===== config.mk =====
export PLATFORM = sky130hd
export DESIGN_NAME = irq_conditioner_flat
export DESIGN_NICKNAME = d
export VERILOG_FILES = /design/src/rtl/irq_conditioner_if.sv /design/src/rtl/irq_conditioner.sv /design/src/flat_wrapper.sv
export SDC_FILE = /design/constraint.sdc
export NUM_CORES = 1
export LEC_CHECK = 0
export ABC_AREA = 1
export BUFFER_PORTS_ARGS = -buffer_cell sky130_fd_sc_hd__buf_2
export CELL_PAD_IN_SITES_DETAIL_PLACEMENT = 2
export CELL_PAD_IN_SITES_GLOBAL_PLACEMENT = 2
export CORE_MARGIN = 2
export CORE_UTILIZATION = 30
export CTS_BUF_LIST = sky130_fd_sc_hd__clkbuf_4 sky130_fd_sc_hd__clkbuf_8
export DETAILED_ROUTE_END_ITERATION = 16
export PLACE_DENSITY = 0.67
export SLEW_MARGIN = 10
export SYNTH_ARGS = -nofsm -noshare
export SYNTH_HDL_FRONTEND = slang
export SYNTH_SLANG_ARGS = --single-unit

===== constraint.sdc =====
create_clock -name clk -period 1.5 [get_ports clk]
set_input_delay 0.3 -clock clk [delete_from_list [all_inputs] [get_ports clk]]
set_output_delay 0.3 -clock clk [all_outputs]
set_load 0.02 [all_outputs]

===== src/rtl/irq_conditioner_if.sv =====
// rtl/irq_conditioner_if.sv - raw interrupt, configuration and pulse bundle for irq_conditioner
interface irq_conditioner_if #(
    parameter int HOLDOFF_W = 4
);
    logic [6:0]           raw_irq;
    logic                 mask_wr;
    logic [6:0]           mask_data;
    logic                 mode_wr;
    logic [6:0]           mode_data;
    logic [HOLDOFF_W-1:0] holdoff;
    logic                 ovr_clr;
    logic [6:0]           irq_out;
    logic [6:0]           pending;
    logic [6:0]           overrun;

    modport master (
        output raw_irq, mask_wr, mask_data, mode_wr, mode_data, holdoff, ovr_clr,
        input  irq_out, pending, overrun
    );

    modport slave (
        input  raw_irq, mask_wr, mask_data, mode_wr, mode_data, holdoff, ovr_clr,
        output irq_out, pending, overrun
    );
endinterface


===== src/rtl/irq_conditioner.sv =====
// rtl/irq_conditioner.sv - synchronise, mask and space 7 interrupt lines into single-cycle pulses
module irq_conditioner #(
    parameter int HOLDOFF_W   = 4,
    parameter int SYNC_STAGES = 2
) (
    input  logic               clk,
    input  logic               rst,
    irq_conditioner_if.slave   bus
);
    localparam int N = 7;
    localparam logic [HOLDOFF_W-1:0] CNT_ONE = {{(HOLDOFF_W-1){1'b0}}, 1'b1};

    logic [N-1:0]         sync_q [SYNC_STAGES];
    logic [N-1:0]         prev_q;
    logic [N-1:0]         mask_q;
    logic [N-1:0]         mode_q;
    logic [N-1:0]         pend_q;
    logic [N-1:0]         ovr_q;
    logic [N-1:0]         irq_q;
    logic [HOLDOFF_W-1:0] cnt_q [N];

    logic [N-1:0]         s;
    logic [N-1:0]         ev;
    logic [N-1:0]         cnt_zero;
    logic [N-1:0]         em;
    logic [N-1:0]         ovr_set;
    logic [HOLDOFF_W-1:0] reload;

    assign s = sync_q[SYNC_STAGES-1];

    always_comb begin
        cnt_zero = '0;
        for (int i = 0; i < N; i++) begin
            cnt_zero[i] = (cnt_q[i] == '0);
        end
    end

    // Level lines see an event every cycle they are high; edge lines only on 0->1.
    assign ev      = mask_q & ((mode_q & s) | (~mode_q & s & ~prev_q));
    assign em      = mask_q & cnt_zero & (pend_q | ev);
    assign ovr_set = ~mode_q & ev & pend_q & ~em;
    assign reload  = (bus.holdoff == '0) ? '0 : bus.holdoff - CNT_ONE;

    always_ff @(posedge clk or negedge rst) begin
        if (!rst) begin
            for (int k = 0; k < SYNC_STAGES; k++) begin
                sync_q[k] <= '0;
            end
            prev_q <= '0;
            mask_q <= '0;
            mode_q <= '0;
            pend_q <= '0;
            ovr_q  <= '0;
            irq_q  <= '0;
            for (int i = 0; i < N; i++) begin
                cnt_q[i] <= '0;
            end
        end else begin
            sync_q[0] <= bus.raw_irq;
            for (int k = 1; k < SYNC_STAGES; k++) begin
                sync_q[k] <= sync_q[k-1];
            end
            prev_q <= s;
            if (bus.mask_wr) begin
                mask_q <= bus.mask_data;
            end
            if (bus.mode_wr) begin
                mode_q <= bus.mode_data;
            end
            irq_q  <= em;
            // A masked line has ev=0 and em=0, so its pending bit simply holds.
            pend_q <= (pend_q | ev) & ~em;
            ovr_q  <= ovr_set | (bus.ovr_clr ? '0 : ovr_q);
            for (int i = 0; i < N; i++) begin
                if (em[i]) begin
                    cnt_q[i] <= reload;
                end else if (!cnt_zero[i]) begin
                    cnt_q[i] <= cnt_q[i] - CNT_ONE;
                end
            end
        end
    end

    assign bus.irq_out = irq_q;
    assign bus.pending = pend_q;
    assign bus.overrun = ovr_q;
endmodule


===== src/flat_wrapper.sv =====
// flat-port wrapper written by rule: the top's interface ports become plain ports
module irq_conditioner_flat 
#(
    parameter int HOLDOFF_W   = 4,
    parameter int SYNC_STAGES = 2
)
  (clk, rst, bus_raw_irq, bus_mask_wr, bus_mask_data, bus_mode_wr, bus_mode_data, bus_holdoff, bus_ovr_clr, bus_irq_out, bus_pending, bus_overrun);
  irq_conditioner_if #(.HOLDOFF_W(HOLDOFF_W)) bus_i ();
  input  logic clk;
  input  logic rst;
  input wire logic [$bits(bus_i.raw_irq)-1:0] bus_raw_irq;
  input wire logic [$bits(bus_i.mask_wr)-1:0] bus_mask_wr;
  input wire logic [$bits(bus_i.mask_data)-1:0] bus_mask_data;
  input wire logic [$bits(bus_i.mode_wr)-1:0] bus_mode_wr;
  input wire logic [$bits(bus_i.mode_data)-1:0] bus_mode_data;
  input wire logic [$bits(bus_i.holdoff)-1:0] bus_holdoff;
  input wire logic [$bits(bus_i.ovr_clr)-1:0] bus_ovr_clr;
  output wire logic [$bits(bus_i.irq_out)-1:0] bus_irq_out;
  output wire logic [$bits(bus_i.pending)-1:0] bus_pending;
  output wire logic [$bits(bus_i.overrun)-1:0] bus_overrun;
  assign bus_i.raw_irq = bus_raw_irq;
  assign bus_i.mask_wr = bus_mask_wr;
  assign bus_i.mask_data = bus_mask_data;
  assign bus_i.mode_wr = bus_mode_wr;
  assign bus_i.mode_data = bus_mode_data;
  assign bus_i.holdoff = bus_holdoff;
  assign bus_i.ovr_clr = bus_ovr_clr;
  assign bus_irq_out = bus_i.irq_out;
  assign bus_pending = bus_i.pending;
  assign bus_overrun = bus_i.overrun;
  irq_conditioner #(.HOLDOFF_W(HOLDOFF_W), .SYNC_STAGES(SYNC_STAGES)) u_core (.clk(clk), .rst(rst), .bus(bus_i));
endmodule

==> run summary <==
STA
--------------------------------------------------------------------------------------------------
Relative slew slack                                                                         0.7337
Final Max Slew Viols                                                                             0
Worst Hold Margin                                                                       0.02349 ns
Time the final worst path needs with I/O delays and setup                                 1.383 ns
Final worst-path setup slack                                                             0.1172 ns
Worst-Margin Slew                                                                        0.3994 ns
Clock Skew                                                                             0.008981 ns
Count of endpoints failing setup in the final report                                             0
Final Hold Viols                                                                                 0
Peak clock frequency supported by timing                                                0.7232 GHz
Ratio of final minimum period to clock period                                               0.9219

FLOORPLAN
--------------------------------------------------------------------------------------------------
Chip Height                                                                               118.7 um
Initial standard-cell utilization of the core                                               0.3100
Core area                                                                               12720 um^2
Die footprint                                                                           14080 um^2
IO Count                                                                                        51
Die boundary width                                                                        118.7 um
Core Rows                                                                                       41

GLOBAL ROUTE
--------------------------------------------------------------------------------------------------
Vias in the first global route                                                                3703
Wire length of the first global-routing pass                                              18220 um
Antenna violations before repair                                                                 0
GR Overflow Total                                                                                0
Total global-route track usage                                                              0.1669
Pin count of the biggest net entering global routing                                            31

DETAILED ROUTING
--------------------------------------------------------------------------------------------------
Total via count in the routed design                                                          3201
Met3 wire length                                                                            232 um
Drc violations                                                                                   0
Met1 Wirelength                                                                            4501 um
Final antenna-violating net count                                                                0
DR vias/cell                                                                                 4.515
Routed wire length per instance                                                           15.00 um
Final Routed Wirelength                                                                   10640 um
Highest metal layer used by the detailed router                                               met4
Routed wl met2                                                                             5684 um
Number of detailed-route iterations in the first pass                                            4
DR iter-0 viols                                                                                 96

CLOCKING
--------------------------------------------------------------------------------------------------
Master cell of the clock root buffer                                                      clkbuf_8
Worst-Skew Late Latency                                                                    0.37 ns
TritonCTS clock tree                                                                          done
CTS buffer count                                                                                 9
Number of levels the H-tree was split into                                                       3
Clock transition time at the flip-flop clock pins of the worst setup and hold paths        0.09 ns
Clock tree buffer depth                                                                          2
Number of clock sinks                                                                           84

POWER
--------------------------------------------------------------------------------------------------
Cell internal pwr                                                                         4.921 mW
Net switching share of the total power                                                      0.4222
Clock share of power                                                                         0.174
Sequential cell fraction of total power                                                      0.388
Highest ir drop seen on vdd                                                            0.0004984 V
Net switching power figure                                                                3.596 mW
Share of total power in combinational logic                                                  0.439
Power density over the cells                                                          1797 nW/um^2
Leakage power                                                                             2.606 nW
Final Total Pwr                                                                           8.517 mW

CRITICAL PATH
--------------------------------------------------------------------------------------------------
Crit end category                                                                         register
Data arrival time of the critical path                                                     1.70 ns
Critical Setup Path Class                                                               reg -> reg
CP required                                                                                1.81 ns
Startpoint Class                                                                          register
Register-to-Register Setup Slack                                                           0.12 ns
Critical path fanouts, max                                                                       4
Number of cells traversed by the worst register-to-register path                                 8

YOSYS
--------------------------------------------------------------------------------------------------
Gate count after technology mapping                                                            462
Yosys Warn Count                                                                                 0
Area share of the largest cell type after synthesis                                         0.5330
Synth area leaders                                                                    dfrtp_1, nand2_1, inv_1
Share of synthesized area occupied by flip-flops and latches                                0.5330
Number of register bits inferred by synthesis                                                   84
Synth Area per Inst                                                                     8.536 um^2
Mapped Area                                                                              3944 um^2
Syn_nets                                                                                       506
Number of distinct library cells after synthesis                                                23
Leading area contributor after synthesis                                                   dfrtp_1

PLACEMENT
--------------------------------------------------------------------------------------------------
Setup Slack @ Placement                                                                 0.02376 ns
Weighted congestion at the end of routability-driven global placement                       0.7584
Post-DP HPWL                                                                               8151 um
Port buffer count                                                                               50

MIN PATH
--------------------------------------------------------------------------------------------------
Type of the worst min-delay path                                                         in -> reg
Depth of the worst hold-timing path                                                              1

STATUS
--------------------------------------------------------------------------------------------------
Outcome                                                                               complete, no violations

LAYOUT
--------------------------------------------------------------------------------------------------
Flip-flop count of the largest register, all copies and words added                             28
Post-layout util                                                                            0.3726
Area Growth Syn to Fin                                                                      20.21%
Share of layout cells above drive strength 1                                                0.2179
Antenna cells                                                                                    0
Fin nets                                                                                       576
Most flops, register                                                                  u_core.cnt_q

FLOW RUN
--------------------------------------------------------------------------------------------------
Max-capacitance violation count                                                                  0

placed cells by master (no fill, tap or decap):
cell type / netlist / layout
a21oi_1: 3 / 3
nor2_1: 25 / 25
inv_1: 84 / 79
dfrtp_1: 84 / 84
buf_4: 0 / 8
buf_2: 1 / 49
clkinvlp_4: 0 / 1
ha_1: 14 / 9
clkbuf_8: 0 / 10
clkbuf_4: 0 / 1
o21bai_2: 1 / 1
nand3_2: 4 / 4
buf_12: 0 / 3
nor2_2: 5 / 5
inv_2: 6 / 11
o22ai_1: 7 / 7
nand3_1: 38 / 38
nand2_1: 146 / 146
nand4_1: 10 / 10
mux2_2: 6 / 6
clkinv_2: 0 / 4
xor2_1: 9 / 9
o21ai_0: 9 / 9
nand3_4: 1 / 1
a21oi_4: 1 / 1
a21oi_2: 4 / 4
dlygate4sd3_1: 0 / 1
nand2_2: 2 / 2
ha_2: 0 / 2
nor2_4: 1 / 1
ha_4: 0 / 3
kinds of logic (layout without fill, tap and decap cells):
kind of cell	after synthesis	in the layout	synth area share
xor+xnor	9	9	0.01999
fa+ha+maj	14	14	0.04442
simple gates	232	232	0.2554
compound gates	25	25	0.04219
mux	6	6	0.01713
buf+inv	92	167	0.08788
flops	84	84	0.5330
layout make-up:
| class | count | area, um^2 |
|---|---|---|
| clock buffers | 11 | 145.1 |
| multi-input cells | 286 | 1538 |
| clock inverters | 5 | 27.53 |
| inverters | 90 | 337.8 |
| fillers | 1491 | 7981 |
| repair buffers | 61 | 375.4 |
| well taps | 172 | 215.2 |
| flip-flops and latches | 84 | 2102 |
power by group through the flow:
stage          clock, mW  sequential (mW)  combinational (mW)
2_1_floorplan          0             3.44                2.41
3_3_place_gp           0             3.32                3.47
3_5_place_dp           0             3.35                3.67
4_1_cts             1.56             3.31                3.70
5_1_grt             1.67             3.39                4.36
6_report            1.48             3.30                3.73
stage by stage:
stage          cells  setup TNS (ns)  area [um^2]
2_1_floorplan    462               0         3944
3_3_place_gp     691               0         4508
3_5_place_dp     691               0         4508
4_1_cts          708               0         4691
5_1_grt          709       -0.008897         4741
6_report         709               0         4741
final timing paths:
kind,start,end
min reg2reg,u_core.sync_q[12]$_DFF_PN0_,u_core.s[5]$_DFF_PN0_
max reg2reg,u_core.cnt_q[9]$_DFFE_PN0P_,u_core.cnt_q[10]$_DFFE_PN0P_
min in group asynchronous,rst,u_core.bus.overrun[2]$_DFF_PN0_
min,bus_raw_irq[3],u_core.sync_q[10]$_DFF_PN0_
max,u_core.cnt_q[9]$_DFFE_PN0P_,u_core.cnt_q[10]$_DFFE_PN0P_
max in group asynchronous,rst,u_core.bus.irq_out[1]$_DFF_PN0_
critical path, stage by stage (launching register included):
cell and delay (ns):
dfrtp_1 0.36, inv_1 0.15, ha_4 0.17, nand4_1 0.14, inv_2 0.12, nand2_1 0.10
inv_1 0.13, nand2_1 0.09, nand2_1 0.07
metal layers:
layer | global-route usage | vias to the layer above
li1 | - | 1560
met1 | 0.1965 | 1585
met2 | 0.2996 | 39
met3 | 0.02799 | 17
met4 | 0.06771 | 0
met5 | 0 | -
synth_stat cells, drive strengths merged:
cell type	instances
inv	90
xor2	9
ha	14
dfrtp	84
nand4	10
buf	1
nand3	43
o22ai	7
nand2	148
o21ai	9
a21oi	8
o21bai	1
nor2	31
clkbuf	1
mux2	6
timing repair:
item                                    4_1_cts  5_1_grt
buffers inserted                              0        1
endpoints found under the setup margin        1       16
pin swaps                                     0        1
hold endpoints to repair                     11        0
cloned                                        0        0
gates resized for setup                       1       12
hold buffers                                  1        0
No activity file was read; power rests on OpenSTA's default activity.
